### config.mk
export PLATFORM = sky130hd
export DESIGN_NAME = pwl_reg_sequencer
export DESIGN_NICKNAME = d
export VERILOG_FILES = /design/src/rtl/pwl_reg_sequencer.sv
export SDC_FILE = /design/constraint.sdc
export NUM_CORES = 1
export LEC_CHECK = 0
export BUFFER_PORTS_ARGS = -buffer_cell sky130_fd_sc_hd__buf_2
export CORE_MARGIN = 4
export CORE_UTILIZATION = 60
export DETAILED_ROUTE_END_ITERATION = 16
export PLACE_DENSITY = 0.85
export REMOVE_ABC_BUFFERS = 1
export SETUP_SLACK_MARGIN = 0.4
export SLEW_MARGIN = 20
export SYNTH_ARGS = -nofsm -noshare
export SYNTH_HDL_FRONTEND = slang
export SYNTH_SLANG_ARGS = --single-unit
### constraint.sdc
create_clock -name clk -period 9.7 [get_ports clk]
set_input_delay 0.485 -clock clk [delete_from_list [all_inputs] [get_ports clk]]
set_output_delay 0.485 -clock clk [all_outputs]
set_load 0.05 [all_outputs]
### src/rtl/pwl_reg_sequencer.sv
// Scripted register-port initiator for the PWL synth peripheral: queued write/read
// commands are replayed as single-cycle writes or held read strobes, each followed by a programmable idle delay.
module pwl_reg_sequencer #(
   parameter int unsigned DEPTH        = 8,
   parameter int unsigned WAIT_BITS    = 16,
   parameter int unsigned READ_TIMEOUT = 64
) (
   input  logic                 clk,
   input  logic                 rst_n,
   input  logic                 cmd_valid,
   output logic                 cmd_ready,
   input  logic                 cmd_read,
   input  logic [1:0]           cmd_size,
   input  logic [5:0]           cmd_addr,
   input  logic [31:0]          cmd_data,
   input  logic [WAIT_BITS-1:0] cmd_wait,
   output logic [5:0]           address,
   output logic [31:0]          data_in,
   output logic [1:0]           data_write_n,
   output logic [1:0]           data_read_n,
   input  logic [31:0]          data_out,
   input  logic                 data_ready,
   output logic                 rsp_valid,
   output logic [31:0]          rsp_data,
   output logic                 rsp_err,
   output logic                 busy
);
   localparam int unsigned PTR_W = (DEPTH > 1) ? $clog2(DEPTH) : 1;
   localparam int unsigned CNT_W = PTR_W + 1;
   localparam int unsigned TMO_W = $clog2(READ_TIMEOUT + 1);

   typedef struct packed {
      logic                 rd;
      logic [1:0]           size;
      logic [5:0]           addr;
      logic [31:0]          data;
      logic [WAIT_BITS-1:0] wt;
   } cmd_t;

   typedef enum logic [1:0] {
      S_IDLE,
      S_ISSUE,
      S_RD,
      S_WAIT
   } state_t;

   cmd_t                 r_mem [DEPTH];
   logic [PTR_W-1:0]     r_wptr;
   logic [PTR_W-1:0]     r_rptr;
   logic [CNT_W-1:0]     r_count;

   state_t               r_state;
   state_t               w_state_nxt;

   logic                 r_rd;
   logic [WAIT_BITS-1:0] r_wait;
   logic [WAIT_BITS-1:0] r_wcnt;
   logic [TMO_W-1:0]     r_tmo;
   logic [5:0]           r_address;
   logic [31:0]          r_data_in;
   logic [1:0]           r_write_n;
   logic [1:0]           r_read_n;
   logic                 r_rsp_valid;
   logic [31:0]          r_rsp_data;
   logic                 r_rsp_err;

   cmd_t                 w_cmd_in;
   cmd_t                 w_head;
   logic [1:0]           w_head_size;
   logic                 w_full;
   logic                 w_empty;
   logic                 w_push;
   logic                 w_pop;
   logic                 w_has_wait;
   logic                 w_rd_tmo;
   logic                 w_rd_done;
   logic                 w_strobe_end;
   logic                 w_rsp_fire;
   logic                 w_tmo_inc;
   logic                 w_wait_dec;

   // ---------------- command FIFO ----------------
   assign w_full    = (r_count == CNT_W'(DEPTH));
   assign w_empty   = (r_count == '0);
   assign cmd_ready = !w_full;
   assign w_push    = cmd_valid && !w_full;
   assign w_cmd_in  = '{rd: cmd_read, size: cmd_size, addr: cmd_addr, data: cmd_data, wt: cmd_wait};
   assign w_head    = r_mem[r_rptr];
   // size code 11 is issued as a word access
   assign w_head_size = (w_head.size == 2'b11) ? 2'b10 : w_head.size;

   always_ff @(posedge clk) begin
      if (w_push) begin
         r_mem[r_wptr] <= w_cmd_in;
      end
   end

   always_ff @(posedge clk or negedge rst_n) begin
      if (!rst_n) begin
         r_wptr  <= '0;
         r_rptr  <= '0;
         r_count <= '0;
      end else begin
         if (w_push) begin
            r_wptr <= r_wptr + PTR_W'(1);
         end
         if (w_pop) begin
            r_rptr <= r_rptr + PTR_W'(1);
         end
         case ({w_push, w_pop})
            2'b10:   r_count <= r_count + CNT_W'(1);
            2'b01:   r_count <= r_count - CNT_W'(1);
            default: r_count <= r_count;
         endcase
      end
   end

   // ---------------- sequencer FSM ----------------
   assign w_has_wait = (r_wait != '0);
   assign w_rd_tmo   = (r_tmo == TMO_W'(READ_TIMEOUT - 1));
   assign w_rd_done  = data_ready || w_rd_tmo;

   always_ff @(posedge clk or negedge rst_n) begin
      if (!rst_n) begin
         r_state <= S_IDLE;
      end else begin
         r_state <= w_state_nxt;
      end
   end

   always_comb begin
      w_state_nxt = r_state;
      case (r_state)
         S_IDLE: begin
            if (!w_empty) begin
               w_state_nxt = S_ISSUE;
            end
         end
         S_ISSUE: begin
            if (!r_rd || w_rd_done) begin
               w_state_nxt = w_has_wait ? S_WAIT : S_IDLE;
            end else begin
               w_state_nxt = S_RD;
            end
         end
         S_RD: begin
            if (w_rd_done) begin
               w_state_nxt = w_has_wait ? S_WAIT : S_IDLE;
            end
         end
         S_WAIT: begin
            if (r_wcnt == WAIT_BITS'(1)) begin
               w_state_nxt = S_IDLE;
            end
         end
         default: w_state_nxt = S_IDLE;
      endcase
   end

   // Strobes are registered, so they are set on the IDLE->ISSUE transition
   // and cleared on the transition out of ISSUE/RD.
   always_comb begin
      w_pop        = 1'b0;
      w_strobe_end = 1'b0;
      w_rsp_fire   = 1'b0;
      w_tmo_inc    = 1'b0;
      w_wait_dec   = 1'b0;
      case (r_state)
         S_IDLE: begin
            w_pop = !w_empty;
         end
         S_ISSUE, S_RD: begin
            if (!r_rd) begin
               w_strobe_end = 1'b1;
            end else if (w_rd_done) begin
               w_strobe_end = 1'b1;
               w_rsp_fire   = 1'b1;
            end else begin
               w_tmo_inc = 1'b1;
            end
         end
         S_WAIT: begin
            w_wait_dec = 1'b1;
         end
         default: ;
      endcase
   end

   always_ff @(posedge clk or negedge rst_n) begin
      if (!rst_n) begin
         r_rd        <= 1'b0;
         r_wait      <= '0;
         r_wcnt      <= '0;
         r_tmo       <= '0;
         r_address   <= '0;
         r_data_in   <= '0;
         r_write_n   <= '1;
         r_read_n    <= '1;
         r_rsp_valid <= 1'b0;
         r_rsp_data  <= '0;
         r_rsp_err   <= 1'b0;
      end else begin
         r_rsp_valid <= w_rsp_fire;
         if (w_pop) begin
            r_rd      <= w_head.rd;
            r_wait    <= w_head.wt;
            r_tmo     <= '0;
            r_address <= w_head.addr;
            r_data_in <= w_head.data;
            if (w_head.rd) begin
               r_read_n <= w_head_size;
            end else begin
               r_write_n <= w_head_size;
            end
         end
         if (w_strobe_end) begin
            r_write_n <= '1;
            r_read_n  <= '1;
            r_wcnt    <= r_wait;
         end
         if (w_tmo_inc) begin
            r_tmo <= r_tmo + TMO_W'(1);
         end
         if (w_wait_dec) begin
            r_wcnt <= r_wcnt - WAIT_BITS'(1);
         end
         if (w_rsp_fire) begin
            r_rsp_data <= data_ready ? data_out : '0;
            r_rsp_err  <= !data_ready;
         end
      end
   end

   assign address      = r_address;
   assign data_in      = r_data_in;
   assign data_write_n = r_write_n;
   assign data_read_n  = r_read_n;
   assign rsp_valid    = r_rsp_valid;
   assign rsp_data     = r_rsp_data;
   assign rsp_err      = r_rsp_err;
   assign busy         = !w_empty || (r_state != S_IDLE);

endmodule

==> results of run 1 <==
[through the flow]
stage | std cells | instance area [um^2]
after floorplan | 1102 | 22270
after global placement | 1755 | 23900
after detailed placement | 1755 | 23900
after CTS | 1859 | 25720
after global routing | 1862 | 25730
final | 1862 | 25730
[cell families after synthesis]
family / count (synthesis) / share of synthesized area (%)
buffers and inverters: 73 / 1.289
muxes: 198 / 15.18
DFF: 584 / 75.03
AOI/OAI and AO/OA: 132 / 3.916
and+or+nand+nor: 146 / 3.127
adders and majority gates: 13 / 0.7221
xor gates and xnor gates: 19 / 0.7388
[metal layers]
metal / GRT usage [%] / vias to the layer above / part of all wire (%)
met4: 9.277 / 10 / 3.1
met1: 32.64 / 6070 / 37
met3: 6.414 / 104 / 8.5
met2: 40.23 / 613 / 52
li1: - / 5044 / -
met5: 0 / - / 0.12
[state kept, by name, indices dropped and copies added (netlist names)]
name / cells
r_wptr: 3
r_mem: 456
r_wcnt: 16
r_rd: 1
rsp_err: 1
data_read_n: 2
r_rptr: 3
r_state: 2
data_in: 32
r_wait: 16
r_count: 4
r_tmo: 7
rsp_data: 32
rsp_valid: 1
data_write_n: 2
address: 6
[where the power goes]
part,internal [mW],total [mW],switching [mW]
Clock,1.23,2.14,0.912
Combinational,1.07,2.82,1.75
Sequential,3.28,3.67,0.391
Total,5.58,8.63,3.05
[critical path: stages, from the launching register on]
cell and delay, ps:
sky130_fd_sc_hd__dfrtp_1 460, sky130_fd_sc_hd__nor4_1 570, sky130_fd_sc_hd__nand2b_4 580, sky130_fd_sc_hd__clkinv_1 370, sky130_fd_sc_hd__ha_1 350, sky130_fd_sc_hd__xor2_1 170
sky130_fd_sc_hd__ha_1 180, sky130_fd_sc_hd__a21oi_1 140, sky130_fd_sc_hd__xor2_1 160, sky130_fd_sc_hd__nor2_1 80, sky130_fd_sc_hd__xor2_1 150
[path summary, 6_finish.rpt]
kind / start / end / slack [ps] / cells after the start
max in group asynchronous: rst_n / data_in[21] / 8620 / 2
hold reg to reg: address[1] / address[1] / 480 / 2
hold / removal: rst_n / rsp_data[0] / 2 / 1
setup / recovery: r_count[1] / r_count[2] / 6370 / 10
min in group clk: data_out[22] / rsp_data[22] / 110 / 2
setup reg to reg: r_count[1] / r_count[2] / 6370 / 10
[final cells by class]
| class | count | area share [%] |
|---|---|---|
| clock buffer | 76 | 6.010 |
| sequential | 584 | 65.73 |
| tap | 468 | 2.276 |
| antenna | 3 | 0.02918 |
| timing repair buffer | 185 | 3.769 |
| multi-input combinational | 508 | 20.95 |
| clock inverter | 28 | 1.084 |
| inverter | 10 | 0.1459 |
[placed cells by master, fill, tap and decap left out, drive strengths merged, types with 5 or more instances in the layout]
cell type  Yosys  final
nor4           9      9
xor2           7      7
ha            13     13
mux2i         76     76
nand2b         8      8
edfxtp       456    456
clkinv         2     20
nor3          12     12
nand4          6      6
inv            8      9
a22o          32     32
a21oi          8      8
a211o          5      5
mux2           8      8
dfrtp        124    124
nand2         72     72
nor2          11     11
xnor2         12     12
clkbuf        37     76
buf           26    185
nand3          8      8
mux4         114    114
o21ai         61     61
clkinvlp       0      5
==> results.txt, run 1 <==
----------------------------------------------------
[Status]
  Outcome ... finished clean

[STA]
  Worst hold-check slack ... about 2.3 ps
  Transition time of the tightest slew-check pin ... 1097 ps
  TNS Setup ... 0 ps
  Skew final ... around 26 ps
  Final Hold Violating Endpoints ... 0
  Number of endpoints failing setup at the final stage ... 0
  RSZ-0062 raised after global routing ... false
  Min Tclk post-route ... between 3000 and 4000 ps
  Period Utilization, post-route ... between 30% and 40%
  Fmax ... 300.5 MHz
  Max-Slew Margin vs Limit ... a little over a quarter
  PnR worst setup slack ... 6372 ps
  Final-report max-slew violation count ... 0

[Yosys]
  Post-synth ARST share ... 21.92%
  Top cells by count, synth ... sky130_fd_sc_hd__edfxtp_1, sky130_fd_sc_hd__dfrtp_1, sky130_fd_sc_hd__mux4_2
  Synth Register Bits ... between 500 and 600
  Synth area leader ... sky130_fd_sc_hd__edfxtp_1
  Number of enable-type register cells in the synthesized netlist ... 456
  Syn Inst Count ... approximately 1200
  Warning count from the yosys run ... 0
  Share of the synthesized area in the top cell type ... between 60% and 70%
  Most used flip-flop cell after synthesis ... sky130_fd_sc_hd__edfxtp_1
  Number of different library cells in the post-synthesis netlist ... 48
  Average instance area after synthesis ... 19.34 um^2
  Sequential fraction of the synthesis area ... between 70% and 80%
  Dominant cells by area after synthesis ... sky130_fd_sc_hd__edfxtp_1, sky130_fd_sc_hd__dfrtp_1, sky130_fd_sc_hd__mux4_2
  Synth Cell Area ... 0.02253 mm^2
  Most numerous cell in the Yosys netlist ... sky130_fd_sc_hd__edfxtp_1

[Clock network]
  Clock latency reported for the late side of the worst-skew pair ... 620 ps
  TritonCTS clock tree ... yes
  Post-CTS setup buffer count ... 0
  Post-CTS Hold Buffers ... 0
  Sink Count ... 584
  Clock root buffer master ... sky130_fd_sc_hd__clkbuf_16
  Buffer depth of the longest clock path ... 3
  Clock input transition at the sequential cells of the worst setup and hold paths ... 60 ps
  Cts repair resizes ... 0
  Number of H-tree levels ... 2
  Number of buffers inserted during clock tree synthesis ... 55

[Finish]
  Filler cells ... approximately 2100
  Reg area ... 0.01691 mm^2
  Area taken by multi-input logic gates ... about 0.0054 mm^2
  Area growth syn-to-layout ... 14.23%
  Final net count ... about 1500
  Share of layout cells above drive strength 1 ... between 20% and 30%
  Share of the core filled with cells in the final layout ... between 60% and 70%

[GRT]
  Global-route wire length before repair ... 76060 um
  Aggregate global-route resource usage ... roughly 25%
  Pin count of the biggest net entering global routing ... 96
  Number of global-route vias before repair ... about 13000
  Initial antenna violation count ... 9
  Total overflow reported by the global router ... 0

[Detailed routing]
  Via-per-instance ratio ... ~6.4
  DR vias ... between 10000 and 15000
  Total wire length after detailed routing ... about 50000 um
  Pre-Repair DR Iteration Count ... 7
  Antenna Nets Post-Route ... 0
  Routed wire per std cell ... about 27 um
  Number of DRC markers after the initial detailed-route iteration ... slightly above 1000
  DRC viols ... 0

[Die]
  Area of the die ... 0.04071 mm^2
  Starting density of the core ... about three fifths
  Horiz. Die Dim ... approximately 200 um
  Area of the core ... 0.03679 mm^2
  Number of I/O pins ... 171
  Number of rows created at floorplan ... 70
  Vertical die dimension ... approximately 200 um

[Power]
  Leak Pwr ... roughly 9.3 nW
  Power per Cell Area ... approximately 340 mW/mm^2
  Worst ir drop on vdd ... 0.0002679 V
  Total power after layout ... around 8.6 mW

[Setup path]
  Sort of element at the end of the critical path ... flip-flop
  Critical path data required time ... between 10000 and 15000 ps
  Arr. time, crit path ... approximately 3800 ps
  Critical path type ... reg -> reg
  Startpoint type of the worst setup path ... flip-flop
  Highest net fanout along the worst path ... 46

[Run]
  Number of maximum-capacitance violations ... 0

[Place]
  Post-DP HPWL ... 24570 um
  Number of I/O port buffers ... 170
  Pre-CTS WS ... roughly 6400 ps
  Final Wtd Congestion ... 0.7723

[Worst hold path]
  Worst hold-check path type ... in -> async

----------------------------------------------------
(Power assumes the default switching activity.)
==> run 2, diff against run 1 <==
==> constraint.sdc (replaced) <==
create_clock -name clk -period 3.4 [get_ports clk]
set_input_delay 0.17 -clock clk [delete_from_list [all_inputs] [get_ports clk]]
set_output_delay 0.17 -clock clk [all_outputs]
set_load 0.05 [all_outputs]
==> run 2 against run 1 <==
Against the previous run: worst hold slack better by 140 ps; die area unchanged; cell count rose by 5.0%; clock power rose to 2.9 times the previous value; non-clock buffer count up 99; flip-flop and latch count stayed put; first-iteration DRC count increased by 31%; total power rose to 2.9 times the previous value; via count up 4.9%; register-to-register slack worse by 5600 ps; sequential power increased to 2.8 times the previous value.
==> results.txt, run 2 (synthesized netlist as in run 1, its figures left out) <==
----------------------------------------------------
[Detailed routing]
  Routed wire per std cell ... 27.00 um (+1.5%)
  Pre-Repair DR Iteration Count ... 5 (-2)
  DRC viols ... 0 (unchanged)
  DR vias ... 12430 (+4.9%)
  Total wire length after detailed routing ... 52820 um (+6.6%)
  Via-per-instance ratio ... 6.353 (about the same)
  Antenna Nets Post-Route ... 0 (unchanged)
  Number of DRC markers after the initial detailed-route iteration ... 1346 (+31%)

[Die]
  Vertical die dimension ... 201.8 um (unchanged)
  Horiz. Die Dim ... 201.8 um (unchanged)
  Starting density of the core ... 61.23% (unchanged)
  Number of I/O pins ... 171 (unchanged)
  Number of rows created at floorplan ... 70 (unchanged)
  Area of the core ... 0.03679 mm^2 (unchanged)
  Area of the die ... 0.04071 mm^2 (unchanged)

[Power]
  Total power after layout ... 25.05 mW (+190%)
  Worst ir drop on vdd ... 0.0007155 V (+170%)
  Power per Cell Area ... 932.2 mW/mm^2 (+180%)
  Leak Pwr ... 9.823 nW (+5.1%)

[Place]
  Final Wtd Congestion ... 0.7683 (-0.52%)
  Post-DP HPWL ... 25420 um (+3.5%)
  Number of I/O port buffers ... 170 (unchanged)

[GRT]
  Number of global-route vias before repair ... 13250 (+5.9%)
  Aggregate global-route resource usage ... 26.26% (+1.6 points)
  Pin count of the biggest net entering global routing ... 81 (-16%)
  Global-route wire length before repair ... 81060 um (+6.6%)
  Initial antenna violation count ... 2 (-7)
  Total overflow reported by the global router ... 0 (unchanged)

[STA]
  Transition time of the tightest slew-check pin ... 940.1 ps (-157.0 ps)
  Max-Slew Margin vs Limit ... 36.99% (+10 points)
  Min Tclk post-route ... 2603 ps (-724.8 ps)
  Final-report max-slew violation count ... 0 (unchanged)
  Fmax ... 384.1 MHz (+28%)
  Skew final ... 49.21 ps (+23.58 ps)
  Final Hold Violating Endpoints ... 0 (unchanged)
  RSZ-0062 raised after global routing ... false
  TNS Setup ... 0 ps (unchanged)
  Period Utilization, post-route ... 76.57% (+42 points)
  Number of endpoints failing setup at the final stage ... 0 (unchanged)

[Setup path]
  Terminus of the critical flop-to-flop path ... r_count[2]
  Highest net fanout along the worst path ... 9 (-80%)
  Start of the worst register-to-register path ... r_count[0]
  Critical path type ... reg -> reg
  First element of the critical path ... r_count[0]
  Startpoint type of the worst setup path ... flip-flop
  Critical Path End ... r_count[2]
  Sort of element at the end of the critical path ... flip-flop
  R2r setup slk ... 800 ps (-5580 ps)
  Worst Reg2Reg Path Length in Cells ... 10 (unchanged)
  Arr. time, crit path ... 3060 ps (-740 ps)
  Critical path data required time ... 3860 ps (-6310 ps)

[Worst hold path]
  Number of instances on the worst hold path ... 4
  Worst hold-check path type ... in -> reg

[Finish]
  Area growth syn-to-layout ... 19.31%
  Filler cells ... 2002 (-6.7%)
  Final net count ... 1548 (+6.8%)
  Commonest non-fill, non-tap cells in the layout ... sky130_fd_sc_hd__edfxtp_1, sky130_fd_sc_hd__buf_2, sky130_fd_sc_hd__dfrtp_1, sky130_fd_sc_hd__mux4_2, sky130_fd_sc_hd__dlygate4sd3_1
  Area taken by multi-input logic gates ... 0.005398 mm^2 (+0.12%)
  Reg area ... 0.01691 mm^2 (unchanged)
  Most common cell after layout, fill and taps aside ... sky130_fd_sc_hd__edfxtp_1
  Number of flip-flops under the largest register name ... 456 (unchanged)
  Top reg by flops ... r_mem
  Share of layout cells above drive strength 1 ... 27.98% (-1.3 points)

[Clock network]
  Number of buffers inserted during clock tree synthesis ... 54 (-1.8%)
  Sink Count ... 584 (unchanged)
  Clock root buffer master ... sky130_fd_sc_hd__clkbuf_16
  Clock latency reported for the late side of the worst-skew pair ... 620 ps (about the same)
  Post-CTS setup buffer count ... 0 (unchanged)
  Buffer depth of the longest clock path ... 3 (unchanged)
  TritonCTS clock tree ... yes
  Number of H-tree levels ... 2 (unchanged)
  Clock input transition at the sequential cells of the worst setup and hold paths ... 60 ps (about the same)

[Run]
  Number of maximum-capacitance violations ... 0 (unchanged)

[Status]
  Outcome ... finished clean

----------------------------------------------------
[run 2: power by group]
part,internal [mW],switching [mW]
clock network,3.56,2.64
registers,9.33,1.09
logic,3.26,5.16
[run 2: worst max-delay path: stages, from the launching register on]
cell and delay [ps]:
sky130_fd_sc_hd__dfrtp_1 450, sky130_fd_sc_hd__nor4_2 410, sky130_fd_sc_hd__nand2b_4 210, sky130_fd_sc_hd__clkinv_1 200, sky130_fd_sc_hd__ha_1 320, sky130_fd_sc_hd__xor2_1 170, sky130_fd_sc_hd__ha_1 190, sky130_fd_sc_hd__a21oi_1 160
sky130_fd_sc_hd__xor2_1 170, sky130_fd_sc_hd__nor2_1 70, sky130_fd_sc_hd__xor2_1 140
[run 2: routing by layer]
layer	part of all wire, %	vias to the layer above	wire [um]	track usage (%)
met5	0.028	-	15	0
met2	53	684	27870	45.46
met3	7.4	125	3886	4.609
met1	36	6384	19210	33.84
li1	-	5232	-	-
met4	3.5	2	1836	9.790
[run 2: stage by stage]
stage	instance area [um^2]	util, %	hold WS, ps	setup WS (ps)	instances
floorplan	22270	-	-125.6	-3858	1102
global placement	24120	65.56	303.4	799.9	1763
detailed placement	24120	65.56	303.9	653.9	1763
CTS	26860	73.02	110.2	546.1	1955
global route	26880	73.06	160.8	572.8	1956
finish	26880	73.06	144.6	796.6	1956
[run 2: final cells by class]
class,count,share of cell area [%]
Antenna cell,1,0.009311
Multi-Input combinational cell,508,20.08
Sequential cell,584,62.93
Tap cell,468,2.179
Clock inverter,33,1.448
Timing Repair Buffer,284,7.840
Clock buffer,68,5.372
Inverter,10,0.1397
[run 2: repair_timing]
action,4_1_cts,5_1_grt
hold buffers,91,0
resized for setup,0,2
endpoints found under the setup margin,0,22
hold endpoints to repair,564,0
[run 2: worst min path at each step]
stage / start / to / slack, ps
after floorplan: rst_n / address[0] / -130
after global placement: rst_n / r_count[2] / 300
after detailed placement: rst_n / r_count[2] / 300
after CTS: data_ready / r_state[1] / 110
after global routing: data_ready / data_write_n[0] / 160
final: data_ready / r_state[1] / 140
